### src/rtl/vend_pkg.sv
// Shared types for the vending sequencer: FSM states, coin codes and coin values.
package vend_pkg;

  typedef enum logic [1:0] {
    ST_IDLE    = 2'd0,
    ST_COLLECT = 2'd1,
    ST_VEND    = 2'd2,
    ST_CHANGE  = 2'd3
  } state_t;

  localparam logic [1:0] COIN_NONE = 2'b00;
  localparam logic [1:0] COIN_1    = 2'b01;
  localparam logic [1:0] COIN_2    = 2'b10;
  localparam logic [1:0] COIN_5    = 2'b11;

  localparam int CREDIT_W = 6;

  function automatic logic [2:0] coin_value(input logic [1:0] code);
    case (code)
      COIN_1:  return 3'd1;
      COIN_2:  return 3'd2;
      COIN_5:  return 3'd5;
      default: return 3'd0;
    endcase
  endfunction

endpackage

### src/rtl/vend_timer.sv
// Down-counter guarding the dispense handshake; expire fires on the last allowed cycle.
module vend_timer #(
  parameter int LOAD_VAL = 16
) (
  input  logic clk,
  input  logic reset,
  input  logic load,
  input  logic count,
  output logic expire
);

  localparam int W = $clog2(LOAD_VAL + 1);

  logic [W-1:0] cnt;

  always_ff @(posedge clk) begin
    if (!reset)                  cnt <= '0;
    else if (load)               cnt <= W'(LOAD_VAL);
    else if (count && cnt != '0) cnt <= cnt - W'(1);
  end

  assign expire = count && (cnt == W'(1));

endmodule

### src/rtl/vend_sequencer.sv
// Vending machine sequencer: coin collection, product vend handshake and unit-by-unit change.
module vend_sequencer
  import vend_pkg::*;
#(
  parameter int PRICE0      = 3,
  parameter int PRICE1      = 4,
  parameter int PRICE2      = 5,
  parameter int PRICE3      = 7,
  parameter int CREDIT_MAX  = 20,
  parameter int ACK_TIMEOUT = 16
) (
  input  logic                clk,
  input  logic                reset,
  input  logic [1:0]          coin,
  input  logic                sel_valid,
  input  logic [1:0]          sel,
  input  logic                cancel,
  input  logic                dispense_ack,
  output logic                dispense_req,
  output logic [1:0]          dispense_id,
  output logic                change_pulse,
  output logic                coin_reject,
  output logic                price_short,
  output logic                fault,
  output logic                busy,
  output logic [CREDIT_W-1:0] credit
);

  function automatic logic [CREDIT_W-1:0] price_of(input logic [1:0] idx);
    case (idx)
      2'd0:    return CREDIT_W'(PRICE0);
      2'd1:    return CREDIT_W'(PRICE1);
      2'd2:    return CREDIT_W'(PRICE2);
      default: return CREDIT_W'(PRICE3);
    endcase
  endfunction

  state_t              state;
  logic [CREDIT_W:0]   sum;
  logic [CREDIT_W-1:0] sel_price;
  logic [CREDIT_W-1:0] remain;
  logic                coin_in;
  logic                idle_like;
  logic                vend_go;
  logic                in_vend;
  logic                expire;

  assign coin_in   = (coin != COIN_NONE);
  assign sum       = {1'b0, credit} + {{(CREDIT_W-2){1'b0}}, coin_value(coin)};
  assign sel_price = price_of(sel);
  assign remain    = credit - price_of(dispense_id);
  assign idle_like = (state == ST_IDLE) || (state == ST_COLLECT);
  assign vend_go   = reset && idle_like && sel_valid && (credit >= sel_price);
  assign in_vend   = (state == ST_VEND);

  vend_timer #(.LOAD_VAL(ACK_TIMEOUT)) u_timer (
    .clk    (clk),
    .reset  (reset),
    .load   (vend_go),
    .count  (in_vend),
    .expire (expire)
  );

  always_ff @(posedge clk) begin
    if (!reset) begin
      state        <= ST_IDLE;
      credit       <= '0;
      dispense_req <= 1'b0;
      dispense_id  <= 2'd0;
      change_pulse <= 1'b0;
      coin_reject  <= 1'b0;
      price_short  <= 1'b0;
      fault        <= 1'b0;
      busy         <= 1'b0;
    end else begin
      change_pulse <= 1'b0;
      coin_reject  <= 1'b0;
      price_short  <= 1'b0;
      fault        <= 1'b0;
      unique case (state)
        ST_IDLE, ST_COLLECT: begin
          // select beats cancel beats coin; a coin that loses arbitration is bounced
          if (sel_valid) begin
            coin_reject <= coin_in;
            if (vend_go) begin
              state        <= ST_VEND;
              dispense_req <= 1'b1;
              dispense_id  <= sel;
              busy         <= 1'b1;
            end else begin
              price_short <= 1'b1;
            end
          end else if (cancel && state == ST_COLLECT) begin
            coin_reject <= coin_in;
            state       <= ST_CHANGE;
            busy        <= 1'b1;
          end else if (coin_in) begin
            if (sum <= (CREDIT_W+1)'(CREDIT_MAX)) begin
              credit <= sum[CREDIT_W-1:0];
              state  <= ST_COLLECT;
            end else begin
              coin_reject <= 1'b1;
            end
          end
        end
        ST_VEND: begin
          coin_reject <= coin_in;
          if (dispense_ack) begin
            dispense_req <= 1'b0;
            credit       <= remain;
            if (remain != '0) begin
              state <= ST_CHANGE;
            end else begin
              state <= ST_IDLE;
              busy  <= 1'b0;
            end
          end else if (expire) begin
            dispense_req <= 1'b0;
            fault        <= 1'b1;
            state        <= ST_CHANGE;
          end
        end
        ST_CHANGE: begin
          coin_reject <= coin_in;
          if (credit != '0) begin
            change_pulse <= 1'b1;
            credit       <= credit - CREDIT_W'(1);
          end
          if (credit <= CREDIT_W'(1)) begin
            state <= ST_IDLE;
            busy  <= 1'b0;
          end
        end
      endcase
    end
  end

endmodule

### config.mk
export PLATFORM = sky130hd
export DESIGN_NAME = vend_sequencer
export DESIGN_NICKNAME = d
export VERILOG_FILES = /design/src/rtl/vend_pkg.sv /design/src/rtl/vend_timer.sv /design/src/rtl/vend_sequencer.sv
export SDC_FILE = /design/constraint.sdc
export NUM_CORES = 1
export LEC_CHECK = 0
export ABC_AREA = 1
export ABC_CLOCK_PERIOD_IN_PS = 2700
export CAP_MARGIN = 20
export CORE_UTILIZATION = 35
export CTS_BUF_LIST = sky130_fd_sc_hd__clkbuf_8
export DETAILED_ROUTE_END_ITERATION = 7
export SYNTH_ARGS = -nofsm -noshare
export SYNTH_HDL_FRONTEND = slang
export SYNTH_SLANG_ARGS = --single-unit
### constraint.sdc
create_clock -name clk -period 2.7 [get_ports clk]
set_clock_uncertainty 0.15 [all_clocks]
set_input_delay 0.54 -clock clk [delete_from_list [all_inputs] [get_ports clk]]
set_output_delay 0.54 -clock clk [all_outputs]
set_load 0.03 [all_outputs]
======== Yosys cells after proc, flatten, opt, wreduce, memory -nomap -nowiden ========
Cells that the tools add are included.
storage, ports and cells
  bits in registers ....................... 21
  input bits .............................. 9
  output and inout bits ................... 14
  word-level logic and storage cells ...... 114
operators by class
  $add $sub $neg .......................... 4
  $lt $le $gt $ge ......................... 3
  equal/unequal tests ..................... 26
  mux-type cells .......................... 41
  bitwise gates (word level) .............. 2
  reduce and logical (&&, ||, !) cells .... 27
operator list
  kind                                                 number
  2-to-1 mux 6 bit                                     6
  case mux 3 bit (3 select lines)                      3
  2-to-1 mux 2 bit                                     9
  inequality test 2 bit, second input constant         9
  case mux 6 bit (3 select lines)                      1
  2-to-1 mux 1 bit                                     16
  == test 2 bit, second input constant                 6
  nonzero test 6 bit                                   2
  2-to-1 mux 5 bit                                     2
  AND reduction 5 bit                                  2
  == test 2 x 1 -> 1 bit, second input constant        4
  inequality test 4 bit, second input constant         2
  adder 6 x 3 -> 7 bit                                 1
  <= comparator 7 x 5 -> 1 bit, second input constant  1
  >= comparator 6 bit                                  1
  <= comparator 6 x 1 -> 1 bit, second input constant  1
  logical AND 1 bit                                    6
  logical NOT 2 bit                                    3
  inequality test 3 bit, second input constant         2
  case mux 2 bit (3 select lines)                      1
  AND reduction 3 bit                                  2
  AND reduction 6 bit                                  1
  nonzero test 2 bit                                   3
  OR reduction 2 bit                                   3
  14 further kinds                                     16

======== Logic depth before layout (Yosys ltp) ========
  depth after elaboration ................. 9
  mapped depth ............................ 18

======== Hierarchy ========
A second synthesis with hierarchy kept.
unflattened totals
  cell total of the unflattened synthesis .. 289
  area total of the unflattened synthesis .. 1,798.0 µm²
modules (own cells, without submodules)
  module          instances  cells an instance  area an instance (µm²)  sequential area each (µm²)
  vend_sequencer  1          247                1,507.7                 320.3
  vend_timer      1          42                 290.3                   100.1

======== Worst setup path before layout ========
OpenSTA, ideal clock, no wires.
  path kind ............................... reg2reg
  start ................................... register dispense_id[0]
  end ..................................... register busy
  arrival ................................. 2,136 ps
  data required time ...................... 2,436 ps
  setup slack ............................. 300 ps
  stages on the path, launching flop included .. 15
  path buffers ............................ 0
  period minus slack after synthesis ...... 2,400 ps
  path through ............................ dfxtp_1 > inv_1 > ha_1 > inv_1 > fa_1 > inv_1 > nand2_1 > a21oi_1 > nor2_1 > nor2_1 > nand3_1 > nor2_1 > nand2_1 > nand2_1 > nor2_1
on the way
  cells in the longest elaborated chain, start to end .. 6
ends and longest elaborated chain
  what                                         line                   RTL
  start: declaration                           vend_sequencer.sv:20   output logic [1:0] dispense_id,
  start signal: assignment                     vend_sequencer.sv:88   dispense_id <= sel;
  == test 2 bit, or another cell as far along  vend_sequencer.sv:30   case (idx)
  case mux 3 bit (3 select lines) (*)          vend_sequencer.sv:30
  subtractor 6 bit (*)                         vend_sequencer.sv:51   assign remain = credit - price_of(dispense_id);
  nonzero test 6 bit (*)                       vend_sequencer.sv:111  if (remain != '0) begin
  inequality test 2 bit (no line) (*)          -
  AND reduction 5 bit (no line) (*)            -
  end signal: assignment                       vend_sequencer.sv:74   busy <= 1'b0;
  end signal: assignment                       vend_sequencer.sv:115  busy <= 1'b0;
  end signal: assignment                       vend_sequencer.sv:131  busy <= 1'b0;
  end: declaration                             vend_sequencer.sv:25   output logic busy,
Mark *: on every way between the ends. The rest lies on a longest branch, timed or not.
A chain may end at the register's enable or synchronous reset.

======== Worst setup path after layout ========
  start ................................... input coin[1]
  end ..................................... register credit[3]
on the way
  cells in the longest elaborated chain, start to end .. 8
ends and longest elaborated chain
  what                                                          line                   RTL
  start: declaration                                            vend_sequencer.sv:14   input logic [1:0] coin,
  branches (longest 8 deep; another with adder 6 x 3 -> 7 bit)  -
  end signal: assignment                                        vend_sequencer.sv:99   credit <= sum[CREDIT_W-1:0];
  end signal: assignment                                        vend_sequencer.sv:110  credit <= remain;
  end signal: assignment                                        vend_sequencer.sv:127  credit <= credit - CREDIT_W'(1);
  end: declaration                                              vend_sequencer.sv:26   output logic [CREDIT_W-1:0] credit
Several ways; the timed one is not identified. The select of a mux whose other input is x is not followed.

==> results.cfg <==
[routing]
met1_length_um = 2160
post-route-drc-count = 0
ant_nets = 0
wire_per_inst_um = 11.5
vias_per_cell = 4.69
top_layer = met4
wl_um = 4250
first_iter_violations = 119
met3_length_um = 129
route.vias.total = 1729
routed-wl-met2_um = 1930
drt-pass1-iter-count = 4

[logic_synthesis]
synthCells = 269
synthesis.nets = 298
synthMostInstantiatedCell = nand2_1
synth.distinct_cells = 31
yosysWarnings = 0
synth_edf_count = 0
seq_area_frac_synth_pct = 23.7
synth_top_cells_by_count = 66 x nand2_1, 39 x inv_1, 29 x nor2_1
synth_flop_cell = dfxtp_1
synthTopCellsByArea = dfxtp_1 24%, nand2_1 14%, ha_1 13%
synth.largest_area_cell = dfxtp_1
ys_ff_latch = 21
yosys.area.top_type_share_pct = 23.7
avgSynthCellArea_um2 = 6.60
synthArstFlopShare_pct = 0
syn_area_um2 = 1780

[power_and_ir_drop]
powerDensity_nw_per_um2 = 1030
ir_drop_v = 0.000450
total_power_mw = 2.26
power_leakage_nw = 1.08

[sta]
rsz0062_at_grt = false
final_max_slew_viol_count = 0
finalWorstSetupSlack_ps = 208
setup_tns_ps = 0
worst_slew_pin_slew_ps = 460
timing.fmax_mhz = 401
period_needed_ps = 2490
timing.final.crit_share_pct = 92.3
finalSetupViolations = 0
relSlewSlack_pct = 69.3
timing.final.hold_violations = 0

[setup_path]
critPathLaunchType = input port
critical-path-max-stage-delay_ps = 420
crit_arrival_ps = 2540
endpoint_kind = flop
crit_required_ps = 2750
path_class = in -> reg
critical_path.cell_chain = clkdlybuf4s50_1, inv_1, nor2_2, fa_1, or2_2, nand3_1, nand3_1, nand2_1, nand3_4, nand2_2, a21oi_1, nor2_1
rr_worst_depth = 16
path_common_cell = nand3_1
crit_path_top_delay_cell = clkdlybuf4s50_1
path_max_fanout = 6
cp_num_buf_inv = 2
path_depth = 12
cpLargestDelayFamily = simple AND/OR/NAND/NOR gates

[layout]
layout-drive-gt1-share_pct = 14.2
n_antenna_cell = 0
fill_cells = 526
final_util_pct = 45.6
stdcell_count = 369
syn2layout_area_growth_pct = 23.7
fin_nets = 332

[job]
maxCapViolCount = 0

[floorplanning]
die_h_um = 73.3
initial_core_util_pct = 36.9
die_area_um2 = 5370
rows = 25
die_x_um = 73.3
core_area_um2 = 4820
ios = 23

[global_routing]
grt_antenna_before_repair = 0
track_usage_pct = 17.4
grt_pass1_wl_um = 7270
overflow = 0
grt_pass1_vias = 1632
grt_max_degree = 13

[place]
post-place-ws_ps = -239
placed_cells = 364
numPortBuffers = 22
routabilityCongestion = 0.876
dp_hpwl_um = 3240

[clocking]
cts_tree = built
clkTransAtPathRegs_ps = 80
cts-root-buf = clkbuf_8
clock_latency_ps = 260
h-tree-depth = 1
numCtsBuffers = 3
clk_path_buf_depth = 2
cts_sinks = 21

[hold_path]
hold_class = reg -> reg
whs_path_depth = 2

[outcome]
status = complete, no violations
cells by family (layout without fill, tap and decap cells):
kind of cell | after synthesis | in the layout | share of synthesized area (%)
xor gates and xnor gates | 3 | 3 | 1.48
and+or+nand+nor | 142 | 143 | 35.7
adders and majority gates | 20 | 20 | 14.9
buffers and inverters | 49 | 81 | 12.7
AOI/OAI and AO/OA | 34 | 34 | 11.5
DFF | 21 | 21 | 23.7
final timing paths:
path	end	slack, ps	start
worst max-delay path	credit[3]	210	coin[1]
worst min-delay path	busy	330	busy
worst max register to register	busy	290	dispense_id[0]
worst min register to register	busy	330	busy
where the power goes:
group | internal, mW | total, mW | switching, mW
Sequential | 0.406 | 0.540 | 0.134
Combinational | 0.598 | 1.51 | 0.910
Clock | 0.101 | 0.209 | 0.107
per-layer routing:
metal	vias to the layer above	track usage, %
li1	930	-
met1	766	23.5
met2	31	28.6
met3	2	2.88
met4	0	4.36
met5	-	0
worst reg2reg max path, cell delays in order (launching register included):
cell	delay (ps)
dfxtp_1	370
inv_1	80
ha_1	300
inv_1	60
fa_1	420
inv_1	70
nand2_1	90
nand2_1	110
nand2_1	60
nand2_1	50
nand2_1	50
nor2_2	110
nand3_1	110
nor2_2	120
nand2_1	60
nand2_1	70
nor2_1	40
through the flow:
stage / cell area [um^2] / hold slack [ps]
2_1_floorplan: 1780 / 317
3_3_place_gp: 2110 / 302
3_5_place_dp: 2110 / 313
4_1_cts: 2160 / 335
5_1_grt: 2200 / 343
6_report: 2200 / 327
layout make-up:
cell class / count / area (um^2) / area share (%)
flip-flops and latches: 21 / 422 / 19.2
repair buffers: 33 / 305 / 13.9
clock buffers: 3 / 41.3 / 1.88
clock inverters: 1 / 3.75 / 0.171
multi-input cells: 200 / 1170 / 53.2
inverters: 44 / 173 / 7.86
well taps: 67 / 83.8 / 3.82
flip-flops by register name, indices dropped and copies added (netlist names):
register      count
dispense_req      1
u_timer.cnt       5
credit            6
fault             1
coin_reject       1
state             2
busy              1
dispense_id       2
price_short       1
change_pulse      1
placed cells by master, fill, tap and decap left out, drive strengths merged, types with 5 or more instances in the layout:
cell,netlist,routed
inv,44,45
nand2,69,70
ha,18,18
nand3,25,25
clkdlybuf4s50,0,21
dfxtp,21,21
nor3,5,5
nor2,33,33
a21oi,20,20
o22ai,5,5
o21ai,5,5
buf,4,11
what timing repair did:
item                       in CTS  in global routing
gates resized for setup         0                 11
setup buffers                   0                  0
hold buffers                    0                  0
setup endpoints to repair       0                  9
Note: power is estimated with default switching activity, not from simulation.
